### config.mk
export PLATFORM = sky130hd
export DESIGN_NAME = sensor_frame_scheduler
export DESIGN_NICKNAME = d
export VERILOG_FILES = /design/src/rtl/sensor_frame_scheduler.sv
export SDC_FILE = /design/constraint.sdc
export NUM_CORES = 1
export LEC_CHECK = 0
export BUFFER_PORTS_ARGS = -buffer_cell sky130_fd_sc_hd__buf_4
export CORE_MARGIN = 4
export CORE_UTILIZATION = 53
export CTS_BUF_LIST = sky130_fd_sc_hd__clkbuf_8
export DETAILED_ROUTE_END_ITERATION = 7
export PLACE_DENSITY = 0.79
export SETUP_SLACK_MARGIN = 0.2
export SYNTH_ARGS = -nofsm -noshare
export SYNTH_HDL_FRONTEND = slang
export SYNTH_SLANG_ARGS = --single-unit
### constraint.sdc
create_clock -name clk -period 12.1 [get_ports clk]
set_input_delay 1.815 -clock clk [delete_from_list [all_inputs] [get_ports clk]]
set_output_delay 1.815 -clock clk [all_outputs]
set_load 0.02 [all_outputs]
### src/rtl/sensor_frame_scheduler.sv
// Pairs quaternion and gyro updates into frames and publishes them to the MCU-facing
// registers only while the MCU chip select is idle. Also tracks sequence, overruns and staleness.
module sensor_frame_scheduler #(
    parameter int DATA_W       = 16,
    parameter int STALE_CYCLES = 300000,
    parameter int SEQ_W        = 8
) (
    input  logic              clk,
    input  logic              rst,
    input  logic              in_quat_valid,
    input  logic [DATA_W-1:0] in_quat_w,
    input  logic [DATA_W-1:0] in_quat_x,
    input  logic [DATA_W-1:0] in_quat_y,
    input  logic [DATA_W-1:0] in_quat_z,
    input  logic              in_gyro_valid,
    input  logic [DATA_W-1:0] in_gyro_x,
    input  logic [DATA_W-1:0] in_gyro_y,
    input  logic [DATA_W-1:0] in_gyro_z,
    input  logic              mcu_cs_n,
    output logic [DATA_W-1:0] out_quat_w,
    output logic [DATA_W-1:0] out_quat_x,
    output logic [DATA_W-1:0] out_quat_y,
    output logic [DATA_W-1:0] out_quat_z,
    output logic [DATA_W-1:0] out_gyro_x,
    output logic [DATA_W-1:0] out_gyro_y,
    output logic [DATA_W-1:0] out_gyro_z,
    output logic              out_valid,
    output logic [SEQ_W-1:0]  out_seq,
    output logic              stale,
    output logic [7:0]        overrun_cnt
);

    localparam int FRAME_W = 7 * DATA_W;
    localparam int STALE_W = $clog2(STALE_CYCLES + 1);

    typedef enum logic [1:0] {EMPTY, HOLD, PEND} state_t;

    state_t               state_reg, state_next;
    logic                 cs_meta_reg, cs_sync_reg;
    logic                 cs_busy;
    logic [4*DATA_W-1:0]  quat_buf_reg;
    logic [3*DATA_W-1:0]  gyro_buf_reg;
    logic                 q_have_reg, g_have_reg;
    logic [FRAME_W-1:0]   pend_frame_reg;
    logic [FRAME_W-1:0]   out_frame_reg;
    logic                 out_valid_reg;
    logic [SEQ_W-1:0]     out_seq_reg;
    logic [7:0]           overrun_reg;
    logic [STALE_W-1:0]   stale_cnt_reg;

    logic [4*DATA_W-1:0]  quat_cur;
    logic [3*DATA_W-1:0]  gyro_cur;
    logic [FRAME_W-1:0]   frame_cur;
    logic                 q_have_eff, g_have_eff, frame_done;
    logic                 publish_new, publish_pend, load_pend, overrun_inc, publish;

    assign cs_busy = !cs_sync_reg;

    // The frame seen this cycle includes any pulse arriving now (latest wins).
    assign quat_cur   = in_quat_valid ? {in_quat_z, in_quat_y, in_quat_x, in_quat_w} : quat_buf_reg;
    assign gyro_cur   = in_gyro_valid ? {in_gyro_z, in_gyro_y, in_gyro_x} : gyro_buf_reg;
    assign frame_cur  = {gyro_cur, quat_cur};
    assign q_have_eff = q_have_reg | in_quat_valid;
    assign g_have_eff = g_have_reg | in_gyro_valid;
    assign frame_done = q_have_eff & g_have_eff;

    always_comb begin
        state_next   = state_reg;
        publish_new  = 1'b0;
        publish_pend = 1'b0;
        load_pend    = 1'b0;
        overrun_inc  = 1'b0;
        case (state_reg)
            EMPTY, HOLD: begin
                if (frame_done) begin
                    if (cs_busy) begin
                        load_pend  = 1'b1;
                        state_next = PEND;
                    end else begin
                        publish_new = 1'b1;
                        state_next  = HOLD;
                    end
                end
            end
            PEND: begin
                // A fresh frame always displaces the pending one, even on CS release.
                if (frame_done) begin
                    overrun_inc = 1'b1;
                    if (cs_busy) begin
                        load_pend = 1'b1;
                    end else begin
                        publish_new = 1'b1;
                        state_next  = HOLD;
                    end
                end else if (!cs_busy) begin
                    publish_pend = 1'b1;
                    state_next   = HOLD;
                end
            end
            default: state_next = EMPTY;
        endcase
    end

    assign publish = publish_new | publish_pend;

    always_ff @(posedge clk or posedge rst) begin
        if (rst) begin
            state_reg      <= EMPTY;
            cs_meta_reg    <= 1'b1;
            cs_sync_reg    <= 1'b1;
            quat_buf_reg   <= '0;
            gyro_buf_reg   <= '0;
            q_have_reg     <= 1'b0;
            g_have_reg     <= 1'b0;
            pend_frame_reg <= '0;
            out_frame_reg  <= '0;
            out_valid_reg  <= 1'b0;
            out_seq_reg    <= '0;
            overrun_reg    <= '0;
            stale_cnt_reg  <= '0;
        end else begin
            state_reg   <= state_next;
            cs_meta_reg <= mcu_cs_n;
            cs_sync_reg <= cs_meta_reg;
            if (in_quat_valid) quat_buf_reg <= quat_cur;
            if (in_gyro_valid) gyro_buf_reg <= gyro_cur;
            q_have_reg <= q_have_eff & !frame_done;
            g_have_reg <= g_have_eff & !frame_done;
            if (load_pend) pend_frame_reg <= frame_cur;
            if (publish_new) out_frame_reg <= frame_cur;
            else if (publish_pend) out_frame_reg <= pend_frame_reg;
            if (publish) begin
                out_valid_reg <= 1'b1;
                out_seq_reg   <= out_seq_reg + SEQ_W'(1);
                stale_cnt_reg <= '0;
            end else if (stale_cnt_reg != STALE_W'(STALE_CYCLES)) begin
                stale_cnt_reg <= stale_cnt_reg + STALE_W'(1);
            end
            if (overrun_inc && overrun_reg != 8'hFF) overrun_reg <= overrun_reg + 8'd1;
        end
    end

    logic [DATA_W-1:0] out_field [7];

    generate
        for (genvar gi = 0; gi < 7; gi++) begin : g_unpack
            assign out_field[gi] = out_frame_reg[gi*DATA_W +: DATA_W];
        end
    endgenerate

    assign out_quat_w  = out_field[0];
    assign out_quat_x  = out_field[1];
    assign out_quat_y  = out_field[2];
    assign out_quat_z  = out_field[3];
    assign out_gyro_x  = out_field[4];
    assign out_gyro_y  = out_field[5];
    assign out_gyro_z  = out_field[6];
    assign out_valid   = out_valid_reg;
    assign out_seq     = out_seq_reg;
    assign overrun_cnt = overrun_reg;
    assign stale       = (stale_cnt_reg == STALE_W'(STALE_CYCLES));

endmodule
==> results of run 1 <==
through the flow:
stage / utilization / instances / hold slack [ps] / worst slack, ps / power, uW
after floorplan: - / 1154 / 345.2 / 5209 / 2460
after global placement: 0.6103 / 1730 / 346.4 / 7363 / 2907
after detailed placement: 0.6103 / 1730 / 346.8 / 7230 / 2954
after CTS: 0.6514 / 1835 / 355.3 / 7863 / 4002
after global routing: 0.6514 / 1835 / 357.9 / 7636 / 4193
final: 0.6514 / 1835 / 354.4 / 7849 / 3957
routing by layer:
metal  vias up  track usage  share of wire
met4         4      0.04317          0.017
met2       255       0.3197           0.47
li1       4545            -              -
met1      4916       0.2711           0.43
met5         -            0         0.0011
met3        49      0.06727          0.084
logic make-up (layout without fill, tap and decap cells):
kind of cell	after synthesis	in the layout	share of synthesized area
buffers and inverters	72	369	0.02654
multiplexers	337	337	0.2364
flip-flops	378	378	0.6120
AND/OR/NAND/NOR	203	203	0.06158
XOR/XNOR	24	24	0.01360
adder cells (fa/ha/maj)	4	4	0.003237
AO/OA/AOI/OAI	136	136	0.04669
power groups by stage:
stage	clock [uW]	combinational [uW]	sequential (uW)
floorplan	0	450	2010
global placement	0	1080	1830
detailed placement	0	1110	1850
CTS	1060	1110	1830
global route	1120	1200	1870
finish	1040	1090	1830
area by class of cell:
class	count	share of cell area
Clock buffer	77	0.05669
Clock inverter	28	0.006358
Inverter	7	0.001606
Multi-Input combinational cell	704	0.2997
Sequential cell	378	0.5061
Tap cell	384	0.02570
Timing Repair Buffer	257	0.1039
path summary, 6_finish.rpt:
kind / slack [ps] / cells past startpoint / from / endpoint
worst max-delay path: 7850 / 6 / in_gyro_valid / out_frame_reg[32]
worst min-delay path: 350 / 0 / cs_meta_reg / cs_sync_reg
worst max register to register: 9120 / 5 / q_have_reg / out_frame_reg[32]
worst min register to register: 350 / 0 / cs_meta_reg / cs_sync_reg
max in group asynchronous: 8340 / 4 / rst / out_frame_reg[13]
min in group asynchronous: 1380 / 2 / rst / quat_buf_reg[50]
worst max-delay path, delay by kind of cell:
kind | cells | cell delay [ps]
buffers and inverters | 3 | 1400
AOI/OAI and AO/OA | 3 | 1330
cell usage in the layout (no fill, tap or decap), types with 14 or more instances in the layout:
cell type,n
sky130_fd_sc_hd__o21ai_0,88
sky130_fd_sc_hd__inv_1,28
sky130_fd_sc_hd__nand2_1,130
sky130_fd_sc_hd__buf_4,256
sky130_fd_sc_hd__mux2_2,175
sky130_fd_sc_hd__o21ai_1,29
sky130_fd_sc_hd__dfrtp_1,376
sky130_fd_sc_hd__mux2_1,50
sky130_fd_sc_hd__xnor2_1,14
sky130_fd_sc_hd__mux2i_1,112
sky130_fd_sc_hd__clkbuf_8,77
==> metrics, run 1 <==
clock-pin transition on the worst setup and hold timing paths roughly 60 ps; Boundary Pins roughly 250; power per standard cell area ~210 nW/um^2; final critical-path required period 4251 ps; final weighted congestion in routability-driven placement ~0.74; number of distinct standard cells referenced by the synthesized netlist between 40 and 50; Hold Crit Class reg -> reg; transition time at the pin with the least slew margin around 1100 ps; Sw Pwr between 1000 and 1500 uW; longest individual stage delay on the worst path 740 ps; port buffer count 246; startpoint type of the worst setup path primary input; synthesized area per cell roughly 13 sq um; Max rail drop VDD 124.2 uV; critical path endpoint category flip-flop; number of core rows 62; CTS Sinks about 380; Die Wd between 150 and 200 um; relative contribution of sequential cells to total power 0.463; number of buffers inserted to repair setup after CTS 0; Crit path arrival time approximately 4700 ps; number of hold buffers added after cts 0; switching share of power 0.3248; final sum of negative setup slack 0 ps; Max Transition Viols Final 0; detailed placer's ending HPWL about 21000 um; total DRC errors in the routed layout 0; fraction of the yosys area taken by sequential cells 0.6120; Clk Tree Root Cell sky130_fd_sc_hd__clkbuf_8; vias in the first global route 10170; total of warnings raised by yosys 0; worst path required time 12510 ps; largest driver fanout on the critical path roughly 80; initial standard-cell utilization of the core 0.5387; vias post-DR 9769; iteration count of the initial detailed-routing pass 6; sequential cell area in the final layout roughly 9500 sq um; combinational share of power 0.275; final-report setup violation count 0; top post-synthesis cells by count sky130_fd_sc_hd__dfrtp_1, sky130_fd_sc_hd__mux2_2, sky130_fd_sc_hd__nand2_1; Cell Area, Placed 17520 sq um; Worst-Skew Late Latency 570 ps; worst clock skew 8.814 ps; top cell type's share of synthesized area 0.6086; pin count of the biggest net entering global routing ~190; Via density between 5 and 6; period utilisation layout 0.3513; antenna violations before repair 2; Post-Synthesis Net Count ~1300; fin area between 15000 and 20000 sq um; die outline area 31970 sq um; Max Clk Rate around 240 MHz; gate count after technology mapping 1154; clock network fraction of design power 0.262; standard cell with the maximum stage delay on the critical path sky130_fd_sc_hd__a21oi_4; most frequently used flop master after synthesis sky130_fd_sc_hd__dfrtp_1; Final Net Count about 1500; final antenna-violating net count 0; total routed wirelength approximately 32000 um; Area contributors post-synth sky130_fd_sc_hd__dfrtp_1, sky130_fd_sc_hd__mux2_2, sky130_fd_sc_hd__mux2i_1; area of the multi-input gates ~5600 sq um; number of flops mapped to enable cells by yosys 0; global-route total usage across every layer 0.2006; fraction of final layout cells with drive strength greater than 1 0.3639; critical path, cell by cell buf_4 -> o22a_1 -> a21oi_4 -> buf_4 -> buf_4 -> o21ai_0; number of buffers added by the clock tree synthesis step slightly below 60; internal power between 2000 and 3000 uW; level count of the clock H-tree 2; synthesized area around 15000 sq um; wire length of the first global-routing pass ~52000 um; # diodes 0; DR WL/cell around 18 um; layout overhead on the synthesized area 20.92%; synthesis-stage register bit count ~380; TritonCTS clock tree built; startpoint-to-endpoint class of the critical path in -> reg; remaining global-route overflow 0; final hold vios 0; crit-path most repeated cell sky130_fd_sc_hd__buf_4; Static Leak around 0.0091 uW; Iteration-0 DRC Markers approximately 540; max-slew headroom at the worst pin 0.2883; total of max-cap violations 0; maximum count of clock buffers along a single path 3; filler instances 2167; cell taking the most area after synthesis sky130_fd_sc_hd__dfrtp_1; placeable core region ~29000 sq um; vertical die dimension 178.8 um; outcome complete, no violations; unrepaired setup endpoints after global routing no; FFs w/ async S/R, synth 1.000; library cell with the highest instance count after synthesis sky130_fd_sc_hd__dfrtp_1; post-cts repair resize count 0
Power figures use the tool's default switching activity.
==> run 2: changes to the inputs <==
--- a/config.mk
+++ b/config.mk
@@ -5,6 +5,7 @@
 export SDC_FILE = /design/constraint.sdc
 export NUM_CORES = 1
 export LEC_CHECK = 0
+export ABC_AREA = 1
 export BUFFER_PORTS_ARGS = -buffer_cell sky130_fd_sc_hd__buf_4
 export CORE_MARGIN = 4
 export CORE_UTILIZATION = 53
==> constraint.sdc (replaced) <==
create_clock -name clk -period 3.8 [get_ports clk]
set_input_delay 0.57 -clock clk [delete_from_list [all_inputs] [get_ports clk]]
set_output_delay 0.57 -clock clk [all_outputs]
set_load 0.02 [all_outputs]
==> run 2 against run 1 <==
Count of clock-buffer cells in the layout down 5. Cell count up 30%. Hold slack worse by 280 ps. Largest cell class unchanged. Critical path type is now reg -> reg. Power rose to 3.0 times the previous value. Critical endpoint is now stale_cnt_reg[8].
==> metrics, run 2 <==
outcome complete, no violations; Max Clk Rate 365.0 MHz; # placed instances approximately 2300; period utilisation layout 0.7209; number of hold buffers added after cts 0; worst path required time around 4300 ps; final antenna-violating net count 0; Iteration-0 DRC Markers 791; placeable core region between 20000 and 30000 sq um; number of core rows 63; startpoint-to-endpoint class of the critical path reg -> reg; pin count of the biggest net entering global routing about 120; iteration count of the initial detailed-routing pass 5; final weighted congestion in routability-driven placement approximately 0.87; largest driver fanout on the critical path 60; total DRC errors in the routed layout 0; Worst-Skew Late Latency 580 ps; unrepaired setup endpoints after global routing no; top cell type's share of synthesized area 0.5935; Final Net Count around 2100; Boundary Pins ~250; Clk Tree Root Cell sky130_fd_sc_hd__clkbuf_8; Die Wd around 180 um; synthesis-stage register bit count 378; global-route total usage across every layer 0.2326; Area contributors post-synth sky130_fd_sc_hd__dfrtp_1, sky130_fd_sc_hd__nand2_1, sky130_fd_sc_hd__o211ai_1; Sw Pwr approximately 3900 uW; synthesized area 15850 sq um; top post-synthesis cells by count sky130_fd_sc_hd__nand2_1, sky130_fd_sc_hd__dfrtp_1, sky130_fd_sc_hd__nor2_1; number of buffers inserted to repair setup after CTS 0; worst clock skew about 21 ps; cell taking the most area after synthesis sky130_fd_sc_hd__dfrtp_1; fraction of the yosys area taken by sequential cells 0.5968; Routed met1 length around 16000 um; capture point of the worst path stale_cnt_reg[8]; Final Total Pwr 11860 uW; wire length of the first global-routing pass roughly 64000 um; die outline area between 30000 and 40000 sq um; synthesized area per cell about 9.2 sq um; Crit path arrival time approximately 3200 ps; detailed-routed wire length on met3 2289 um; Static Leak ~0.0091 uW; gate count after technology mapping ~1700; Hold Crit Class in -> async; filler instances ~2300; commonest non-fill, non-tap cells in the layout sky130_fd_sc_hd__nand2_1, sky130_fd_sc_hd__dfrtp_1, sky130_fd_sc_hd__buf_4; total of warnings raised by yosys 0; switching share of power 0.3280; vertical die dimension between 150 and 200 um; reg-to-reg critical path endpoint stale_cnt_reg[8]; clock network fraction of design power 0.283; post-cts repair resize count 0; clock-pin transition on the worst setup and hold timing paths around 60 ps; DR WL/cell 15.89 um; Max rail drop VDD just under 400 uV; CTS Sinks around 380; beginning of the worst register-to-register path g_have_reg; final critical-path required period roughly 2700 ps; most frequently used flop master after synthesis sky130_fd_sc_hd__dfrtp_1; level count of the clock H-tree 2; startpoint type of the worst setup path flip-flop; remaining global-route overflow 0; detailed placer's ending HPWL roughly 24000 um; FFs w/ async S/R, synth 1.000; TritonCTS clock tree built; antenna violations before repair 3; maximum count of clock buffers along a single path 3; transition time at the pin with the least slew margin ~740 ps; internal power about 8000 uW; critical path endpoint category flip-flop; layout overhead on the synthesized area 20.92%; Via density between 5 and 6; number of buffers added by the clock tree synthesis step 60; Worst Reg-to-Reg Cells 9; total routed wirelength 37990 um; vias post-DR around 13000; total of max-cap violations 0; initial standard-cell utilization of the core 0.5363; Finished Layout Cells about 2400; slack of the worst reg-to-reg path 1060 ps; number of flops mapped to enable cells by yosys 0; fraction of final layout cells with drive strength greater than 1 0.2336; start point of the critical path g_have_reg; number of distinct standard cells referenced by the synthesized netlist 28; max-slew headroom at the worst pin 0.5041; Max Transition Viols Final 0; port buffer count about 250; most frequent standard cell in the layout excluding fill and tap cells sky130_fd_sc_hd__nand2_1; highest signal layer in the routed design met5; relative contribution of sequential cells to total power 0.462; power per standard cell area slightly above 600 nW/um^2; vias in the first global route around 13000; combinational share of power 0.255; utilization after layout 0.6485; library cell with the highest instance count after synthesis sky130_fd_sc_hd__nand2_1; final hold vios 0; detailed-routed wire length on met2 ~18000 um; final-report setup violation count 0; Post-Synthesis Net Count about 1900
## run 2: changes by cell type in the layout (fill, tap and decap cells not counted), sizes merged, moves of 5 or more
cell	before	now
or2	1	113
o21ai	117	125
a21oi	9	121
xnor2	14	5
nand3	11	19
mux2	225	0
nor2	13	156
mux2i	112	0
clkbuf	77	72
nand2	130	415
inv	29	173
o211ai	1	112
buf	257	263
## run 2: layout make-up
cell class / instances / area (sq um) / share of cell area
multi-input cells: 1103 / 5381 / 0.2807
clock inverters: 34 / 188.9 / 0.009856
inverters: 149 / 565.5 / 0.02950
flip-flops and latches: 378 / 9462 / 0.4936
well taps: 390 / 488.0 / 0.02546
repair buffers: 263 / 2087 / 0.1089
diodes: 2 / 5.005 / 0.0002611
clock buffers: 72 / 991.0 / 0.05170
## run 2: kinds of logic after synthesis
logic type / count (synthesis) / synth area share
adder cells (fa/ha/maj): 4 / 0.003157
AND/OR/NAND/NOR: 722 / 0.1941
XOR/XNOR: 19 / 0.01050
buffers and inverters: 248 / 0.06448
AO/OA/AOI/OAI: 358 / 0.1309
flip-flops: 378 / 0.5968
## run 2: per-stage QoR
stage | TNS, ps | hold WS (ps) | setup WS, ps | cell area [sq um]
floorplan | -695160 | 345.2 | -1846 | 15860
global placement | 0 | 345.6 | 579.6 | 17980
detailed placement | 0 | 351.8 | 506.1 | 17980
CTS | 0 | 60.08 | 1033 | 19160
global route | 0 | 81.10 | 748.1 | 19170
finish | 0 | 77.55 | 1060 | 19170
## run 2: per-layer routing
metal / track usage / up-vias
met4: 0.09367 / 2
met5: 0 / -
met1: 0.3106 / 6205
li1: - / 6015
met3: 0.04168 / 96
met2: 0.3815 / 434
## run 2: how the worst min path moves through the flow
stage	startpoint	to	slack [ps]	depth (start not counted)
after global routing	rst	pend_frame_reg[94]	80	2
final	rst	out_frame_reg[93]	80	2
after global placement	cs_meta_reg	cs_sync_reg	350	0
after floorplan	cs_meta_reg	cs_sync_reg	350	0
after CTS	rst	pend_frame_reg[94]	60	2
after detailed placement	cs_meta_reg	cs_sync_reg	350	0
## run 2: critical path: stages, from the launching register on
cell                      delay (ps)
sky130_fd_sc_hd__dfrtp_1         360
sky130_fd_sc_hd__inv_1            70
sky130_fd_sc_hd__nand2_1          80
sky130_fd_sc_hd__nand2_2         140
sky130_fd_sc_hd__nand2_1         130
sky130_fd_sc_hd__nand2_4         290
sky130_fd_sc_hd__buf_4           640
sky130_fd_sc_hd__buf_4           580
sky130_fd_sc_hd__o21ai_0         190
sky130_fd_sc_hd__a21oi_1         160
## run 2: power by group through the flow
stage                     registers [uW]  logic (uW)  clock network [uW]
after floorplan                     5980        1250                   0
after global routing                5590        3340                3630
final                               5480        3030                3360
after global placement              5500        2970                   0
after CTS                           5470        3070                3430
after detailed placement            5520        3050                   0
==> run 3: changes to the inputs <==
==> constraint.sdc (replaced) <==
create_clock -name clk -period 2.3 [get_ports clk]
set_input_delay 0.345 -clock clk [delete_from_list [all_inputs] [get_ports clk]]
set_output_delay 0.345 -clock clk [all_outputs]
set_load 0.02 [all_outputs]
==> run 3 against run 2 <==
Sequential cell count stayed put. Via count is 0.27% lower. Clock power is 60% higher. First-iteration DRC count rose by 13%. Largest power group unchanged.
==> metrics, run 3 (synthesized netlist as in run 2, its figures left out) <==
final sum of negative setup slack 0 ps; vias in the first global route about 13000; Worst Reg-to-Reg Cells 7; CTS Sinks between 300 and 400; level count of the clock H-tree 2; hold path startpoint in_gyro_valid; final-report setup violation count 0; vertical die dimension 180.9 um; switching share of power 0.3292; total of max-cap violations 0; outcome complete, no violations; worst clock skew about 14 ps; DR WL/cell around 16 um; filler instances 2410; Final Net Count 2100; final antenna-violating net count 0; Iteration-0 DRC Markers just under 900; startpoint type of the worst setup path flip-flop; critical path, cell by cell nand2_2 -> nor2_2 -> nand3_1 -> nor4_2 -> buf_4; Hold Crit Class in -> reg; Via density 5.268; total routed wirelength between 30000 and 40000 um; Max rail drop VDD between 600 and 700 uV; Max Transition Viols Final 0; internal power about 13000 uW; startpoint-to-endpoint class of the critical path reg -> out; die outline area between 30000 and 40000 sq um; number of buffers added by the clock tree synthesis step 59; Clk Tree Root Cell sky130_fd_sc_hd__clkbuf_8; max-slew headroom at the worst pin 0.5011; Finished Layout Cells between 2000 and 2500; iteration count of the initial detailed-routing pass 5; maximum count of clock buffers along a single path 3; vias post-DR about 13000; pin count of the biggest net entering global routing 93; detailed placer's ending HPWL between 20000 and 25000 um; antenna violations before repair 0; most frequent standard cell in the layout excluding fill and tap cells sky130_fd_sc_hd__nand2_1; period utilisation layout 0.9237; WHS Endpoint q_have_reg; global-route total usage across every layer 0.2311; number of core rows 63; longest individual stage delay on the worst path about 370 ps; reg-to-reg critical path endpoint out_frame_reg[47]; final worst-path setup slack 175.6 ps; combined buffer and inverter count along the critical path 1; final critical-path required period approximately 2100 ps; beginning of the worst register-to-register path cs_sync_reg; final hold vios 0; combinational share of power 0.259; final weighted congestion in routability-driven placement just under 0.9; total DRC errors in the routed layout 0; standard cell with the maximum stage delay on the critical path sky130_fd_sc_hd__dfrtp_1; transition time at the pin with the least slew margin about 750 ps; Worst-Skew Late Latency just under 600 ps; slack of the worst reg-to-reg path 420 ps; Sw Pwr around 6400 uW; initial standard-cell utilization of the core 0.5363; wire length of the first global-routing pass around 64000 um; worst setup slack after placement 328.8 ps; TritonCTS clock tree built; Crit path arrival time between 1500 and 2000 ps; port buffer count 246; top cell family by delay on the critical path simple AND/OR/NAND/NOR gates; placeable core region between 20000 and 30000 sq um; largest driver fanout on the critical path 2; Die Wd between 150 and 200 um; fraction of final layout cells with drive strength greater than 1 0.2451; Boundary Pins 247; Final Total Pwr 19510 uW; clock-pin transition on the worst setup and hold timing paths 60 ps; critical path endpoint category primary output; power per standard cell area about 1000 nW/um^2; relative contribution of sequential cells to total power 0.465; instance count along the most critical hold path 4; layout overhead on the synthesized area 22.60%; clock network fraction of design power 0.276; Max Clk Rate around 470 MHz; worst path required time 1960 ps; remaining global-route overflow 0; # diodes 0; unrepaired setup endpoints after global routing yes; commonest non-fill, non-tap cells in the layout sky130_fd_sc_hd__nand2_1, sky130_fd_sc_hd__dfrtp_1, sky130_fd_sc_hd__buf_4; # placed instances around 2300; Static Leak a little over 0.009 uW
==> run 3: cell types whose count changed in the layout (fill, tap and decap cells not counted), moves of 2 or more <==
cell,previous run,this run
sky130_fd_sc_hd__diode_2,2,0
sky130_fd_sc_hd__clkbuf_8,72,75
sky130_fd_sc_hd__buf_4,254,270
sky130_fd_sc_hd__dlygate4sd3_1,0,2
sky130_fd_sc_hd__nand2_1,413,411
sky130_fd_sc_hd__nand2_2,1,3
sky130_fd_sc_hd__bufinv_16,2,0
sky130_fd_sc_hd__buf_12,9,16
==> run 3: worst max-delay path by stage <==
stage	from	endpoint	slack [ps]	depth (start not counted)
2_1_floorplan	rst	g_have_reg	-3120	1
3_3_place_gp	in_quat_valid	state_reg[0]	370	9
3_5_place_dp	in_quat_valid	state_reg[0]	330	9
4_1_cts	stale_cnt_reg[8]	stale	130	5
5_1_grt	stale_cnt_reg[7]	stale	40	5
6_report	stale_cnt_reg[7]	stale	180	5
==> run 3: cell type report <==
| class | instances | area (sq um) | area share |
|---|---|---|---|
| clock buffers | 75 | 1032 | 0.05311 |
| clock inverters | 31 | 123.9 | 0.006374 |
| inverters | 149 | 565.5 | 0.02910 |
| multi-input cells | 1103 | 5395 | 0.2776 |
| flip-flops and latches | 378 | 9463 | 0.4869 |
| well taps | 390 | 488.0 | 0.02511 |
| repair buffers | 288 | 2367 | 0.1218 |
==> run 3: power by group through the flow <==
stage	clock network, uW	logic, uW	registers (uW)
3_5_place_dp	0	5100	9140
4_1_cts	5530	5120	9050
6_report	5390	5060	9070
2_1_floorplan	0	2060	9890
3_3_place_gp	0	4930	9110
5_1_grt	5860	5560	9230
==> run 3: per-layer routing <==
layer | GRT usage | wire (um) | vias up
met5 | 0 | 0 | -
met4 | 0.08916 | 1435 | 0
met1 | 0.3110 | 16200 | 6197
met2 | 0.3792 | 18310 | 363
met3 | 0.03986 | 1924 | 91
li1 | - | - | 6067
==> run 3: worst register-to-register path, delay by kind of cell, from the launching register on <==
family | cells | cell delay (ps)
flops | 1 | 570
buf+inv | 3 | 810
simple gates | 3 | 290
compound gates | 1 | 160
==> run 3: through the flow <==
step | hold slack (ps) | utilization | area, sq um
2_1_floorplan | 345.2 | - | 15860
3_3_place_gp | 346.2 | 0.6152 | 18180
3_5_place_dp | 347.2 | 0.6152 | 18180
4_1_cts | 32.14 | 0.6575 | 19430
5_1_grt | 43.46 | 0.6575 | 19430
6_report | 75.08 | 0.6575 | 19430
==> run 3: repair_timing <==
item                                   CTS  global route
setup endpoints to repair                1             1
gates resized for setup                  6             0
endpoints found under the hold margin   10             0
buffers inserted                         8             0
pin swaps                                5             0
hold buffers                             2             0
